[src/rtl/sync_evt_pkg.sv]
// Shared definitions for the synchronizing event arbiter: parameter defaults,
// the channel-index width helper and the arbiter state encoding.
package sync_evt_pkg;

    localparam int N_CH_DEFAULT        = 4;
    localparam int FILT_CYCLES_DEFAULT = 8;

    function automatic int ch_w(input int n);
        return (n <= 1) ? 1 : $clog2(n);
    endfunction

    typedef enum logic {
        ST_IDLE  = 1'b0,
        ST_OFFER = 1'b1
    } arb_state_t;

endpackage

[src/rtl/sync_ff2.sv]
// Two-flop synchronizer for one asynchronous input bit.
module sync_ff2 (
    input  logic clk,
    input  logic rst,
    input  logic d,
    output logic q
);

    (* ASYNC_REG = "TRUE" *) logic meta;
    (* ASYNC_REG = "TRUE" *) logic stage;

    always_ff @(posedge clk) begin
        if (rst) begin
            meta  <= 1'b0;
            stage <= 1'b0;
        end else begin
            meta  <= d;
            stage <= meta;
        end
    end

    assign q = stage;

endmodule

[src/rtl/sync_event_arbiter.sv]
// Synchronizes and debounces N_CH asynchronous levels, turns accepted level
// changes into events and offers them one at a time with round-robin priority.
module sync_event_arbiter
    import sync_evt_pkg::*;
#(
    parameter int N_CH        = N_CH_DEFAULT,
    parameter int FILT_CYCLES = FILT_CYCLES_DEFAULT
) (
    input  logic                  clk,
    input  logic                  rst,
    input  logic [N_CH-1:0]       async_in,
    output logic [N_CH-1:0]       lvl,
    output logic                  evt_valid,
    input  logic                  evt_ready,
    output logic [ch_w(N_CH)-1:0] evt_ch,
    output logic                  evt_rise,
    output logic [N_CH-1:0]       overrun,
    input  logic                  ovr_clr
);

    localparam int CH_W  = ch_w(N_CH);
    localparam int CNT_W = $clog2(FILT_CYCLES + 1);

    logic [N_CH-1:0]  synced;
    logic [CNT_W-1:0] cnt [N_CH];
    logic [N_CH-1:0]  new_evt;
    logic [N_CH-1:0]  pending;
    logic [N_CH-1:0]  pol;
    logic [N_CH-1:0]  grant_mask;
    logic [CH_W-1:0]  last_grant;
    logic [CH_W-1:0]  pick;
    logic             found;
    arb_state_t       state;

    for (genvar g = 0; g < N_CH; g++) begin : g_sync
        sync_ff2 u_sync (
            .clk (clk),
            .rst (rst),
            .d   (async_in[g]),
            .q   (synced[g])
        );
    end

    // A change is accepted on the cycle its run of differing samples hits FILT_CYCLES.
    always_comb begin
        new_evt = '0;
        for (int ch = 0; ch < N_CH; ch++) begin
            new_evt[ch] = (synced[ch] != lvl[ch]) &&
                          (cnt[ch] == CNT_W'(FILT_CYCLES - 1));
        end
    end

    always_ff @(posedge clk) begin
        if (rst) begin
            lvl <= '0;
            for (int ch = 0; ch < N_CH; ch++) begin
                cnt[ch] <= '0;
            end
        end else begin
            for (int ch = 0; ch < N_CH; ch++) begin
                if (synced[ch] == lvl[ch]) begin
                    cnt[ch] <= '0;
                end else if (new_evt[ch]) begin
                    cnt[ch] <= '0;
                    lvl[ch] <= ~lvl[ch];
                end else begin
                    cnt[ch] <= cnt[ch] + CNT_W'(1);
                end
            end
        end
    end

    // Round-robin search starting just after the most recently granted channel.
    always_comb begin
        found = 1'b0;
        pick  = '0;
        for (int i = 1; i <= N_CH; i++) begin
            if (!found && pending[(int'(last_grant) + i) % N_CH]) begin
                found = 1'b1;
                pick  = CH_W'((int'(last_grant) + i) % N_CH);
            end
        end
    end

    assign grant_mask = (state == ST_IDLE && found) ? (N_CH'(1) << pick) : '0;
    assign evt_valid  = (state == ST_OFFER);

    // A fresh event beats a same-cycle grant, so pending stays set and no overrun is flagged.
    always_ff @(posedge clk) begin
        if (rst) begin
            state      <= ST_IDLE;
            pending    <= '0;
            pol        <= '0;
            overrun    <= '0;
            evt_ch     <= '0;
            evt_rise   <= 1'b0;
            last_grant <= CH_W'(N_CH - 1);
        end else begin
            pending <= (pending & ~grant_mask) | new_evt;
            pol     <= (pol & ~new_evt) | (~lvl & new_evt);
            overrun <= (ovr_clr ? '0 : overrun) | (new_evt & pending & ~grant_mask);
            case (state)
                ST_IDLE: begin
                    if (found) begin
                        evt_ch   <= pick;
                        evt_rise <= pol[pick];
                        state    <= ST_OFFER;
                    end
                end
                ST_OFFER: begin
                    if (evt_ready) begin
                        last_grant <= evt_ch;
                        state      <= ST_IDLE;
                    end
                end
                default: state <= ST_IDLE;
            endcase
        end
    end

endmodule

[config.mk]
export PLATFORM = sky130hd
export DESIGN_NAME = sync_event_arbiter
export DESIGN_NICKNAME = d
export VERILOG_FILES = /design/src/rtl/sync_evt_pkg.sv /design/src/rtl/sync_ff2.sv /design/src/rtl/sync_event_arbiter.sv
export SDC_FILE = /design/constraint.sdc
export NUM_CORES = 1
export LEC_CHECK = 0
export ABC_CLOCK_PERIOD_IN_PS = 1400
export CORE_MARGIN = 10
export CORE_UTILIZATION = 50
export CTS_CLUSTER_DIAMETER = 80
export CTS_CLUSTER_SIZE = 30
export DETAILED_ROUTE_END_ITERATION = 8
export MAX_ROUTING_LAYER = met4
export PLACE_DENSITY = 0.83
export SYNTH_ARGS = -nofsm -noshare
export SYNTH_HDL_FRONTEND = slang
export SYNTH_SLANG_ARGS = --single-unit
[constraint.sdc]
create_clock -name clk -period 1.4 [get_ports clk]
set_input_delay 0.28 -clock clk [delete_from_list [all_inputs] [get_ports clk]]
set_output_delay 0.28 -clock clk [all_outputs]
set_load 0.01 [all_outputs]
==> impl_metrics.json <==
{
  "status": "finished with violations",
  "violations": "negative setup slack",
  "start_util": 0.5319,
  "core_um2": 3771,
  "top_usage_layer": "met2",
  "ys_ff_latch": 45,
  "avgSynthCellArea_um2": 10.39,
  "final_area_um2": 2826,
  "hold-path-endpoint": "g_sync[2].u_sync.q",
  "vias": 1599,
  "syn-cell-area_um2": 2006,
  "syn_to_final_growth_pct": 40.92,
  "period_needed_ns": 1.501,
  "dieArea_um2": 6945,
  "io_pins": 20,
  "io_buffers": 19,
  "ir_drop_mv": 0.7214,
  "ys_types": 42,
  "setup_viol": 11,
  "antenna_found_initial": 0,
  "dp_hpwl_um": 2977,
  "cap_violations": 0,
  "r2r_slack_ns": -0.10,
  "path_class": "reg2reg",
  "cts_tree": "yes",
  "clockRootBuffer": "clkbuf_8",
  "antenna_cells": 0,
  "cts.sinks": 45,
  "drt_wl_total_um": 4796,
  "die_h_um": 83.34,
  "layout.nets": 272,
  "crit_fanout": 7,
  "ctsHoldBuffers": 0,
  "grtUsageMet1": 0.1392,
  "yosysTopAreaCell": "dfxtp_1",
  "reg2reg_depth": 6,
  "netlist_top_cells_area": "dfxtp_1 29%, edfxtp_1 24%, nor2_1 5.4%",
  "p_leak_uw": 0.001153,
  "yosys_warnings": 0,
  "fin_setup_tns_ns": -0.5214,
  "p_per_area_nw_per_um2": 891.8,
  "grt.total_usage": 0.1282,
  "ys_async_sr_fraction": 0,
  "critPathArrivalTime_ns": 1.70,
  "worstHoldPathCells": 1,
  "dp.cells": 292,
  "rsz0062_at_grt": "yes",
  "drt_iter0_markers": 144,
  "finalWorstSetupSlack_ns": -0.1008,
  "fin_crit_sh": 1.072,
  "ys.flop_type": "dfxtp_1",
  "via_per_inst": 5.175,
  "synth_top_cell_area_share": 0.2895,
  "syn_inst": 193,
  "synth_commonest_cells": "29 x dfxtp_1, 29 x nor2_1, 16 x edfxtp_1",
  "yosysSeqAreaShare": 0.5290,
  "r2r-end": "evt_rise",
  "placed_area_um2": 2466,
  "drc": 0,
  "grt_pass1_vias": 1625,
  "drv_slew": 0,
  "ant_nets": 0,
  "worst_clock_skew_ns": 0.005481,
  "use_met3": 0.04492,
  "cp-start-kind": "flop",
  "wl_per_cell_um": 15.52,
  "dr.pass1.iters": 4,
  "drive_gt1_frac": 0.3563,
  "gr-total-overflow": 0,
  "clock.fmax_mhz": 666.3,
  "clkTransAtPathRegs_ns": 0.08,
  "grt.met2_usage": 0.2123,
  "die_w_um": 83.34,
  "gp_congestion": 0.8481,
  "worstHoldPathType": "reg2reg",
  "grt_max_degree": 14,
  "grt_pass1_wl_um": 7258,
  "worst_ep_required_time_ns": 1.59,
  "htree_levels": 2,
  "instances_no_fill": 309,
  "synth-edff-count": 16,
  "rows": 22,
  "endpoint_kind": "flop",
  "numCtsBuffers": 5,
  "hold_slack_ns": 0.4399,
  "hp-start": "g_sync[2].u_sync.meta",
  "clock_latency_ns": 0.30,
  "hold_viol": 0,
  "clock_path_buffers": 2,
  "timing.rr.start": "last_grant[1]"
}
-- flip-flops by register name, indices dropped and copies added, names as in the netlist, named ones only --
register,flops
pending,4
g_sync.u_sync.meta,4
cnt,16
lvl,4
evt_valid,1
evt_ch,2
evt_rise,1
overrun,4
last_grant,2
g_sync.u_sync.q,4
-- layer usage --
layer	up-vias	share of wire	routed length, um
li1	792	-	-
met1	765	0.43	2083
met2	38	0.51	2447
met3	4	0.047	227
met4	0	0.0075	36
met5	-	0	0
-- where the power goes --
part           leakage (uW)  internal, uW  switching [uW]
Clock             0.0000542           446             443
Combinational      0.000696           109            96.4
Sequential         0.000403          1390            36.8
-- metrics by stage --
step | utilization | setup slack [ns] | total power, uW
after detailed placement | 0.6539 | -0.1517 | 1624
after global placement | 0.6539 | -0.1316 | 1616
final | 0.7495 | -0.1008 | 2521
after global routing | 0.7495 | -0.1351 | 2614
after CTS | 0.7004 | -0.07117 | 2502
after floorplan | - | -0.06964 | 1551
-- kinds of logic (layout without fill, tap and decap cells) --
kind of cell             count (synthesis)  after routing  synth area share
XOR/XNOR                                12             12           0.05240
other                                    1             16          0.001870
AND/OR/NAND/NOR                         82             82            0.2109
multiplexers                             7              7           0.03494
adder cells (fa/ha/maj)                  4              4           0.02495
buffers and inverters                   12             65           0.03368
AO/OA/AOI/OAI                           30             30            0.1123
flip-flops                              45             45            0.5290
-- layout by cell type, fill, tap and decap left out, types with 4 or more instances in the layout --
cell and instances:
buf_4 32, a21oi_1 7, xor2_1 4, dlygate4sd2_1 12, dfxtp_1 23, nor3_1 4
xnor2_1 8, nand3_1 4, nand2_1 6, nor2_2 11, conb_1 16, nand2b_1 9
clkdlybuf4s50_1 7, inv_1 4, nor2_1 18, mux2i_1 5, edfxtp_1 16, nor2b_1 9
clkbuf_8 7
-- area by class of cell --
class	instances	area (um^2)
fillers	261	944.7
multi-input cells	151	1124
inverters	4	15.01
clock buffers	7	96.34
flip-flops and latches	45	1076
repair buffers	53	450.4
well taps	48	60.06
clock inverters	1	5.005
-- worst max path at each step --
stage	from	endpoint	slack (ns)	cells after the start
floorplan	pending[3]	evt_rise	-0.07	6
global placement	last_grant[1]	evt_rise	-0.13	5
detailed placement	last_grant[1]	pending[0]	-0.15	5
CTS	last_grant[1]	evt_rise	-0.07	6
global route	cnt[2][1]	cnt[2][3]	-0.14	4
finish	last_grant[1]	evt_rise	-0.10	6
-- timing repair --
action,in CTS,in global routing
setup endpoints to repair,33,25
pin swaps,6,16
setup buffers,5,5
gates resized for setup,28,36
gates cloned,0,0
-- critical path: stages, from the launching register on --
cell and delay, ns:
dfxtp_4 0.39, mux2i_1 0.23, nor2_2 0.07, a211oi_4 0.20, buf_12 0.17, mux2i_2 0.23, o221ai_2 0.11
(Power assumes the default switching activity.)
